## config.mk

```make
export PLATFORM = sky130hd
export DESIGN_NAME = regfile_dump_reader
export DESIGN_NICKNAME = d
export VERILOG_FILES = /design/src/rtl/regfile_dump_reader_pkg.sv /design/src/rtl/regfile_dump_reader_word_byte_serializer.sv /design/src/rtl/regfile_dump_reader.sv
export SDC_FILE = /design/constraint.sdc
export NUM_CORES = 1
export LEC_CHECK = 0
export BUFFER_PORTS_ARGS = -buffer_cell sky130_fd_sc_hd__buf_2
export CAP_MARGIN = 20
export CORE_ASPECT_RATIO = 0.75
export CORE_MARGIN = 5
export CORE_UTILIZATION = 25
export DETAILED_ROUTE_END_ITERATION = 8
export PLACE_DENSITY = 0.51
export SKIP_CTS_REPAIR_TIMING = 1
export SLEW_MARGIN = 20
export SYNTH_ARGS = -nofsm -noshare
export SYNTH_HDL_FRONTEND = slang
export SYNTH_SLANG_ARGS = --single-unit
```

## constraint.sdc

```tcl
create_clock -name clk -period 2.5 [get_ports clk]
set_clock_uncertainty 0.1 [all_clocks]
set_input_delay 0.25 -clock clk [delete_from_list [all_inputs] [get_ports clk]]
set_output_delay 0.25 -clock clk [all_outputs]
set_load 0.005 [all_outputs]
```

## src/rtl/regfile_dump_reader_pkg.sv

```systemverilog
// Shared constants and FSM encoding for the register-bank dump reader.
// Module parameters default to these values.
package regfile_dump_reader_pkg;

    localparam int DEF_ADDR_W         = 5;
    localparam int DEF_DATA_W         = 32;
    localparam int DEF_NUM_REGS       = 32;
    localparam int DEF_BYTES_PER_WORD = DEF_DATA_W / 8;

    typedef enum logic [1:0] {
        S_IDLE  = 2'd0,
        S_FETCH = 2'd1,
        S_SEND  = 2'd2,
        S_DONE  = 2'd3
    } state_e;

endpackage

```

## src/rtl/regfile_dump_reader_word_byte_serializer.sv

```systemverilog
// Snapshots one DATA_W word and presents it MSB-first as a byte stream
// with a valid/ready handshake. Bytes are stable while stalled.
module word_byte_serializer #(
    parameter int DATA_W = 32
) (
    input  logic              clk,
    input  logic              rst_n,
    input  logic              i_load,
    input  logic [DATA_W-1:0] i_word,
    input  logic              i_ready,
    output logic [7:0]        o_data,
    output logic              o_valid,
    output logic              o_last_byte,
    output logic              o_word_done
);

    localparam int BPW   = DATA_W / 8;
    localparam int CNT_W = $clog2(BPW + 1);
    localparam logic [CNT_W-1:0] LAST_CNT = CNT_W'(BPW - 1);

    logic [DATA_W-1:0] r_shift;
    logic [CNT_W-1:0]  r_count;
    logic              r_valid;
    logic              w_fire;

    assign w_fire      = r_valid & i_ready;
    assign o_data      = r_shift[DATA_W-1 -: 8];
    assign o_valid     = r_valid;
    assign o_last_byte = r_valid && (r_count == LAST_CNT);
    assign o_word_done = w_fire && (r_count == LAST_CNT);

    // NOTE: sequential state uses non-blocking assignments so every register
    // samples pre-edge values; blocking here would create order-dependent races.
    // NOTE: the snapshot register is a plain flop bank (not a memory), so it is
    // reset along with the rest of the state to give a defined out_data.
    always_ff @(posedge clk or negedge rst_n) begin
        if (!rst_n) begin
            r_shift <= '0;
            r_count <= '0;
            r_valid <= 1'b0;
        end else if (i_load) begin
            r_shift <= i_word;
            r_count <= '0;
            r_valid <= 1'b1;
        end else if (w_fire) begin
            r_shift <= r_shift << 8;
            r_count <= r_count + 1'b1;
            if (r_count == LAST_CNT) begin
                r_valid <= 1'b0;
            end
        end
    end

endmodule

```

## src/rtl/regfile_dump_reader.sv

```systemverilog
// Debug read-out engine: walks the register bank through one combinational
// read port and streams every word MSB-first over a byte valid/ready link.
module regfile_dump_reader
    import regfile_dump_reader_pkg::*;
#(
    parameter int DATA_W   = DEF_DATA_W,
    parameter int ADDR_W   = DEF_ADDR_W,
    parameter int NUM_REGS = DEF_NUM_REGS
) (
    input  logic              clk,
    input  logic              rst_n,
    input  logic              start,
    output logic              busy,
    output logic              done,
    output logic [ADDR_W-1:0] rd_addr,
    input  logic [DATA_W-1:0] rd_data,
    output logic [7:0]        out_data,
    output logic              out_valid,
    input  logic              out_ready,
    output logic              out_last
);

    // One spare index bit lets NUM_REGS == 2**ADDR_W reach its end value
    // without wrapping back to zero.
    localparam int IDX_W = ADDR_W + 1;
    localparam logic [IDX_W-1:0] IDX_END  = IDX_W'(NUM_REGS);
    localparam logic [IDX_W-1:0] IDX_LAST = IDX_W'(NUM_REGS - 1);

    state_e            r_state;
    state_e            w_next_state;
    logic [IDX_W-1:0]  r_index;
    logic [IDX_W-1:0]  w_index_inc;
    logic [ADDR_W-1:0] r_rd_addr;
    logic              w_load;
    logic              w_word_done;
    logic              w_last_byte;
    logic              w_ser_valid;
    logic [7:0]        w_ser_data;

    assign w_index_inc = r_index + 1'b1;

    always_ff @(posedge clk or negedge rst_n) begin
        if (!rst_n) begin
            r_state <= S_IDLE;
        end else begin
            r_state <= w_next_state;
        end
    end

    // NOTE: every output of this block gets a default before the case, so no
    // path leaves a signal unassigned and no latch is inferred.
    always_comb begin
        w_next_state = r_state;
        w_load       = 1'b0;
        case (r_state)
            S_IDLE: begin
                if (start) begin
                    w_next_state = S_FETCH;
                end
            end
            S_FETCH: begin
                // Index past the last register: the walk is finished.
                if (r_index == IDX_END) begin
                    w_next_state = S_DONE;
                end else begin
                    w_load       = 1'b1;
                    w_next_state = S_SEND;
                end
            end
            S_SEND: begin
                if (w_word_done) begin
                    w_next_state = S_FETCH;
                end
            end
            S_DONE: begin
                w_next_state = S_IDLE;
            end
            default: begin
                w_next_state = S_IDLE;
            end
        endcase
    end

    always_ff @(posedge clk or negedge rst_n) begin
        if (!rst_n) begin
            r_index   <= '0;
            r_rd_addr <= '0;
        end else if (r_state == S_IDLE && start) begin
            r_index   <= '0;
            r_rd_addr <= '0;
        end else if (r_state == S_SEND && w_word_done) begin
            r_index <= w_index_inc;
            // Keep the last real address once the walk has run off the end.
            if (w_index_inc != IDX_END) begin
                r_rd_addr <= w_index_inc[ADDR_W-1:0];
            end
        end
    end

    word_byte_serializer #(
        .DATA_W (DATA_W)
    ) u_serializer (
        .clk         (clk),
        .rst_n       (rst_n),
        .i_load      (w_load),
        .i_word      (rd_data),
        .i_ready     (out_ready),
        .o_data      (w_ser_data),
        .o_valid     (w_ser_valid),
        .o_last_byte (w_last_byte),
        .o_word_done (w_word_done)
    );

    assign busy      = (r_state == S_FETCH) || (r_state == S_SEND);
    assign done      = (r_state == S_DONE);
    assign rd_addr   = r_rd_addr;
    assign out_data  = w_ser_data;
    assign out_valid = w_ser_valid;
    assign out_last  = (r_state == S_SEND) && w_last_byte && (r_index == IDX_LAST);

endmodule

```

# Word-level counts from Yosys, hierarchy flattened
# Cells that the tools add are included.
classes:
  add_sub_neg: 2
  eq_ne: 9
  mux: 18
  n_bitwise: 1
  reduce_logical: 15
op_table:
  columns: ["cell", "count"]
  rows:
  - ["$mux W32", 2]
  - ["$mux W5", 3]
  - ["$mux W6", 2]
  - ["$pmux W2 S4", 1]
  - ["$reduce_bool A2 Y1", 4]
  - ["$add A6 B1 Y6 const B", 1]
  - ["$eq A6 B5 Y1 const B", 1]
  - ["$eq A6 B6 Y1 const B", 1]
  - ["$logic_and A1 B1 Y1", 6]
  - ["$mux W1", 6]
  - ["$mux W3", 2]
  - ["$ne A6 B6 Y1 const B", 1]
  - ["$reduce_and A2 Y1", 3]
  - ["$eq A2 B2 Y1 const B", 2]
  - ["$mux W2", 2]
  - ["$ne A2 B2 Y1 const B", 2]
  - ["$add A3 B1 Y3 const B", 1]
  - ["$eq A3 B2 Y1 const B", 1]
  - ["$eq A2 B1 Y1 const B", 1]
  - ["$logic_not A2 Y1", 1]
  - ["$and A1 B1 Y1", 1]
  - ["$logic_or A1 B1 Y1", 1]
word_totals:
  regBits: 49
  input_bits: 36
  output_inout_bits: 17
  wordCells: 51

# Depth between registers and ports, before layout
depth:
  word_depth: 5
  depth_mapped: 8
  mapped_depth_nobuf: 7

# Modules after synthesis
# Synthesis repeated with hierarchy kept, for this count alone.
unflattened:
  cells_unflattened: 290
  area_unflattened_um2: 2839.0
by_module_without_submodules:
  columns: ["mod", "n_inst", "cells_per_inst", "area_per_inst_um2", "seq_area_each_um2"]
  rows:
  - ["word_byte_serializer", 1, 201, 1981.9, 900.9]
  - ["regfile_dump_reader", 1, 89, 857.1, 325.3]

# Worst setup path before layout
# Ideal clock, no wire load.
synth_path:
  kind: "flip-flop to flip-flop"
  start: "register r_index[0]"
  end: "register u_serializer.r_shift[16]"
  setup_time_ns: 0.077
  t_arrival_ns: 1.588
  required_ns: 2.323
  slack_ns: 0.735
  stages_incl_launch_ff: 9
  path_buffers: 2
  synth_period_minus_slack_ns: 1.765
  cell_sequence: "dfrtp_1 inv_1 ha_1 nor4b_2 a21oi_2 buf_2 buf_2 nand2_1 o21ai_1"
synth_via:
  elab_chain_cells: 4
  word_cells_on_any_way: 5
  cone_classes: "1 x eq/ne; 3 x mux; 1 x reduce/logical"
synth_rtl:
  columns: ["item", "line_no", "source"]
  rows:
  - ["start: declaration", "regfile_dump_reader.sv:31", "logic [IDX_W-1:0] r_index;"]
  - ["start signal: assignment", "regfile_dump_reader.sv:92", "r_index <= w_index_inc;"]
  - ["$eq A6 B6 Y1 (*)", "regfile_dump_reader.sv:63", "if (r_index == IDX_END) begin"]
  - ["$mux W1 (*)", "regfile_dump_reader.sv:63", null]
  - ["$mux W1 (*)", "regfile_dump_reader.sv:55", "case (r_state)"]
  - ["$mux W32 or $reduce_bool A2 Y1 (tied branches)", null, null]
  - ["end signal: assignment", "regfile_dump_reader_word_byte_serializer.sv:42", "r_shift <= i_word;"]
  - ["end signal: assignment", "regfile_dump_reader_word_byte_serializer.sv:46", "r_shift <= r_shift << 8;"]
  - ["end: declaration", "regfile_dump_reader_word_byte_serializer.sv:21", "logic [DATA_W-1:0] r_shift;"]
# Mark *: on every way between the ends. The rest lies on a longest branch, timed or not.
# A chain may end at the register's enable or synchronous reset.

# Final worst setup path
layout_path:
  start: "register r_state[0]"
  end: "output out_last"
layout_via:
  elab_chain_cells: 3
layout_rtl:
  columns: ["item", "line_no", "source"]
  rows:
  - ["start: declaration", "regfile_dump_reader.sv:29", "state_e r_state;"]
  - ["start signal: assignment", "regfile_dump_reader.sv:46", "r_state <= w_next_state;"]
  - ["$eq A2 B2 Y1", "regfile_dump_reader.sv:119", "assign out_last = (r_state == S_SEND) && w_last_byte && (r_index == IDX_LAST);"]
  - ["$logic_and A1 B1 Y1 (2 in series)", "regfile_dump_reader.sv:119", null]
  - ["end: declaration", "regfile_dump_reader.sv:20", "output logic out_last"]
# Every way passes these cells.

==> results.txt <==
The flow ran to the end, and the final reports show no timing, DRC or antenna violations. The I/O pin total is 53. The synthesized design spends more area on one cell type than any other, namely sky130_fd_sc_hd__dfrtp_1. The minimum clock period is roughly 1.9 ns. Yosys attributes the largest share of cell area to sky130_fd_sc_hd__dfrtp_1, sky130_fd_sc_hd__mux2i_1, sky130_fd_sc_hd__nand2_1. The worst-case IR drop observed on VDD is about 380 uV. For this configuration, the core starts out at a cell density of 0.256. The detailed router finished its first iteration with 160 violations. The last weighted congestion value of the routability-driven placer is just under 0.8.

The die width came out at approximately 130 um. Entering global routing, the biggest net connects 46 pins. In this run, synthesis inferred 0 flip-flops with an integrated enable. The area after detailed placement came out at 2830 sq um. The buffer depth of the longest clock path is 2. Across the whole layout, storage elements account for approximately 1200 sq um. The proportion of netlist area held by the largest area contributor is 0.493. The post-synthesis instance area is 2480 sq um. Headroom to the max-slew limit came out at 0.628.

The die is between 90 and 100 um tall. The via count of the first global-routing pass is ~1800. By count the netlist is led by sky130_fd_sc_hd__nand2_1, sky130_fd_sc_hd__dfrtp_1, sky130_fd_sc_hd__o21ai_1, sky130_fd_sc_hd__mux2i_1. The worst path required time came out at 2.15 ns. Summed over all failing endpoints, the final setup total negative slack is 0 ns. The die area is 12100 sq um. The residual DRC count came out at 0. The final count of hold timing violations is 0.

The number of vias per cell after detailed routing came out at 4.27. The number of placed instances with taps included is 417. The post-synthesis net count came out at between 200 and 300.

Measured on the finished design, the core utilization comes to 0.307. The biggest fanout along the worst timing path is 3. The count of inserted antenna diode cells came out at 0.

The setup path with the least slack is of type reg -> out. After synthesis, the largest family of logic cells by area is simple AND/OR/NAND/NOR gates. The total congestion overflow came out at 0. The final instance count without filler cells is 426. After detailed routing, the average wire length per cell comes to approximately 14 um. At the worst endpoint, the arrival time is ~1.5 ns. The total global-route track usage is 0.0978.

The fraction of synthesized area in multiplexers came out at 0.0967. The number of search-and-repair iterations in the first detailed-routing pass is 4. In the final layout, the share of cells above drive strength 1 is 0.245. The count of nets after finishing came out at ~340. STA classifies the critical path endpoint as an output pin. The worst-margin pin slew came out at roughly 0.56 ns. TritonCTS built the clock tree. The synthesized-area fraction occupied by ao, oa, aoi and oai cells came out at 0.125. The H-tree depth reported by CTS came out at 2. The adder and majority gate portion of the synthesized area is 0.0453. The number of different library cells in the post-synthesis netlist came out at 37. Among all flip-flop cells after synthesis, the most frequent one is sky130_fd_sc_hd__dfrtp_1. The most common cell in the synthesized netlist is sky130_fd_sc_hd__nand2_1. The routed layout has 1819 vias. The global-route wire length before repair is around 9400 um. Setup repair after global routing left no endpoint under its margin. The worst hold slack came out at about 0.067 ns. Fill cells in the final layout number around 1100. The final wirelength is about 5800 um.

The clock latency of the later-clocked register in the worst-skew pair is around 0.28 ns. Setup slack closes at 0.606 ns. The initial antenna violation count came out at 0. In this run the static leakage power is between 1 and 1.5 nW. Of all flip-flops after synthesis, the portion carrying an async set or reset was 1.00. The row count is 31. The top achievable clock speed is 528 MHz. The cell count after synthesis is about 250. Across all register-to-register paths, the minimum setup slack is approximately 0.62 ns. In this run the worst hold path is classified as in -> reg. For this run, the number of Yosys warnings is 0.

The power density over the cells came out at around 1000 nW/um^2. Of the total synthesized cell area, the portion taken by XOR and XNOR cells is 0.0317. The flip-flop and latch count after synthesis is 49. The clock sink count came out at 49.

The tree is rooted in a sky130_fd_sc_hd__clkbuf_16. The sequential element share of the synthesized area came out at 0.493. Summing all non-filler instances in the final layout gives an area of around 3000 sq um. The synthesized area per cell is around 9.9 sq um.

The growth of design area from synthesis to finish came out at 19.8%. The floorplan step defined a core boundary enclosing between 9000 and 10000 sq um. Buffers inserted during clock tree synthesis total 5. Setup violations remaining at the end of the flow were counted as 0. The wire-length estimate of the detail-placed layout is ~4100 um.

The simple-gate area share of the yosys netlist is 0.142. In this run the remaining antenna-violating nets after routing total 0. The total of buffers placed on input and output ports is 52. The multi-input combinational cells in the finished layout cover a total of 1100 sq um. The final clock period utilization by the worst path came out at 0.758. The number of max-slew violations in the final report came out at 0. Timing analysis after detailed placement gives a worst setup slack of ~0.62 ns. Summing internal, switching and leakage power gives a little over 3 mW.

The number of max-cap violations came out at 0. The worst setup path is launched from a register. The CTS clock-pin slew for the worst setup and hold paths is approximately 0.07 ns.
final cells by class:
class                           instances  area share
Tap cell                              132      0.0555
Clock inverter                          1     0.00252
Inverter                                6     0.00756
Sequential cell                        49       0.412
Timing Repair Buffer                   58       0.108
Clock buffer                            7      0.0445
Multi-Input combinational cell        173       0.371
critical path, cell delays in order (launching register included):
cell	delay, ns
sky130_fd_sc_hd__dfrtp_1	0.40
sky130_fd_sc_hd__inv_1	0.11
sky130_fd_sc_hd__ha_1	0.24
sky130_fd_sc_hd__nand2_1	0.11
sky130_fd_sc_hd__nor4_1	0.24
sky130_fd_sc_hd__buf_2	0.16
cells by family after synthesis:
group	Yosys count
AO/OA/AOI/OAI	51
XOR/XNOR	9
adder cells (fa/ha/maj)	9
buffers and inverters	30
flip-flops	49
multiplexers	24
AND/OR/NAND/NOR	80
worst paths after layout:
path,startpoint,to,cells after the start
max,r_state[0],out_last,5
min,rd_data[30],u_serializer.r_shift[30],3
max reg2reg,r_index[1],rd_addr[0],5
min reg2reg,rd_addr[1],rd_addr[1],1
max in group asynchronous,rst_n,u_serializer.r_shift[28],3
min in group asynchronous,rst_n,r_index[2],2
cell usage in the layout (no fill, tap or decap), types with 2 or more instances in the layout:
cell type	instances
sky130_fd_sc_hd__buf_4	4
sky130_fd_sc_hd__dfrtp_1	49
sky130_fd_sc_hd__ha_1	9
sky130_fd_sc_hd__xor2_1	6
sky130_fd_sc_hd__clkbuf_1	2
sky130_fd_sc_hd__mux2i_1	24
sky130_fd_sc_hd__o21ai_1	33
sky130_fd_sc_hd__a21oi_1	5
sky130_fd_sc_hd__and2_1	2
sky130_fd_sc_hd__nor2_1	9
sky130_fd_sc_hd__inv_1	6
sky130_fd_sc_hd__buf_2	52
sky130_fd_sc_hd__nand4_1	3
sky130_fd_sc_hd__nor3_1	3
sky130_fd_sc_hd__a22o_1	2
sky130_fd_sc_hd__nand3_1	4
sky130_fd_sc_hd__a32o_2	2
sky130_fd_sc_hd__nand2_1	52
sky130_fd_sc_hd__xnor2_1	3
sky130_fd_sc_hd__clkbuf_16	5
registers in the layout, indices dropped and copies added (netlist names):
register,flops
r_index,6
u_serializer.r_count,3
rd_addr,5
u_serializer.r_shift,32
u_serializer.o_valid,1
r_state,2
routing by layer:
layer,part of all wire,vias to the layer above,global-route usage,wire (um)
met1,0.54,845,0.144,3090
met5,0,-,0,0
li1,-,928,-,-
met4,0.011,0,0.0298,61
met3,0.054,4,0.0272,312
met2,0.40,42,0.138,2300
where the power goes:
part           switching (mW)  internal, mW  leakage (nW)  total, mW
Clock                   0.291         0.372        0.0641      0.663
Combinational           0.611         0.466         0.738       1.08
Sequential              0.186          1.10         0.627       1.28
No activity file was read; power rests on OpenSTA's default activity.
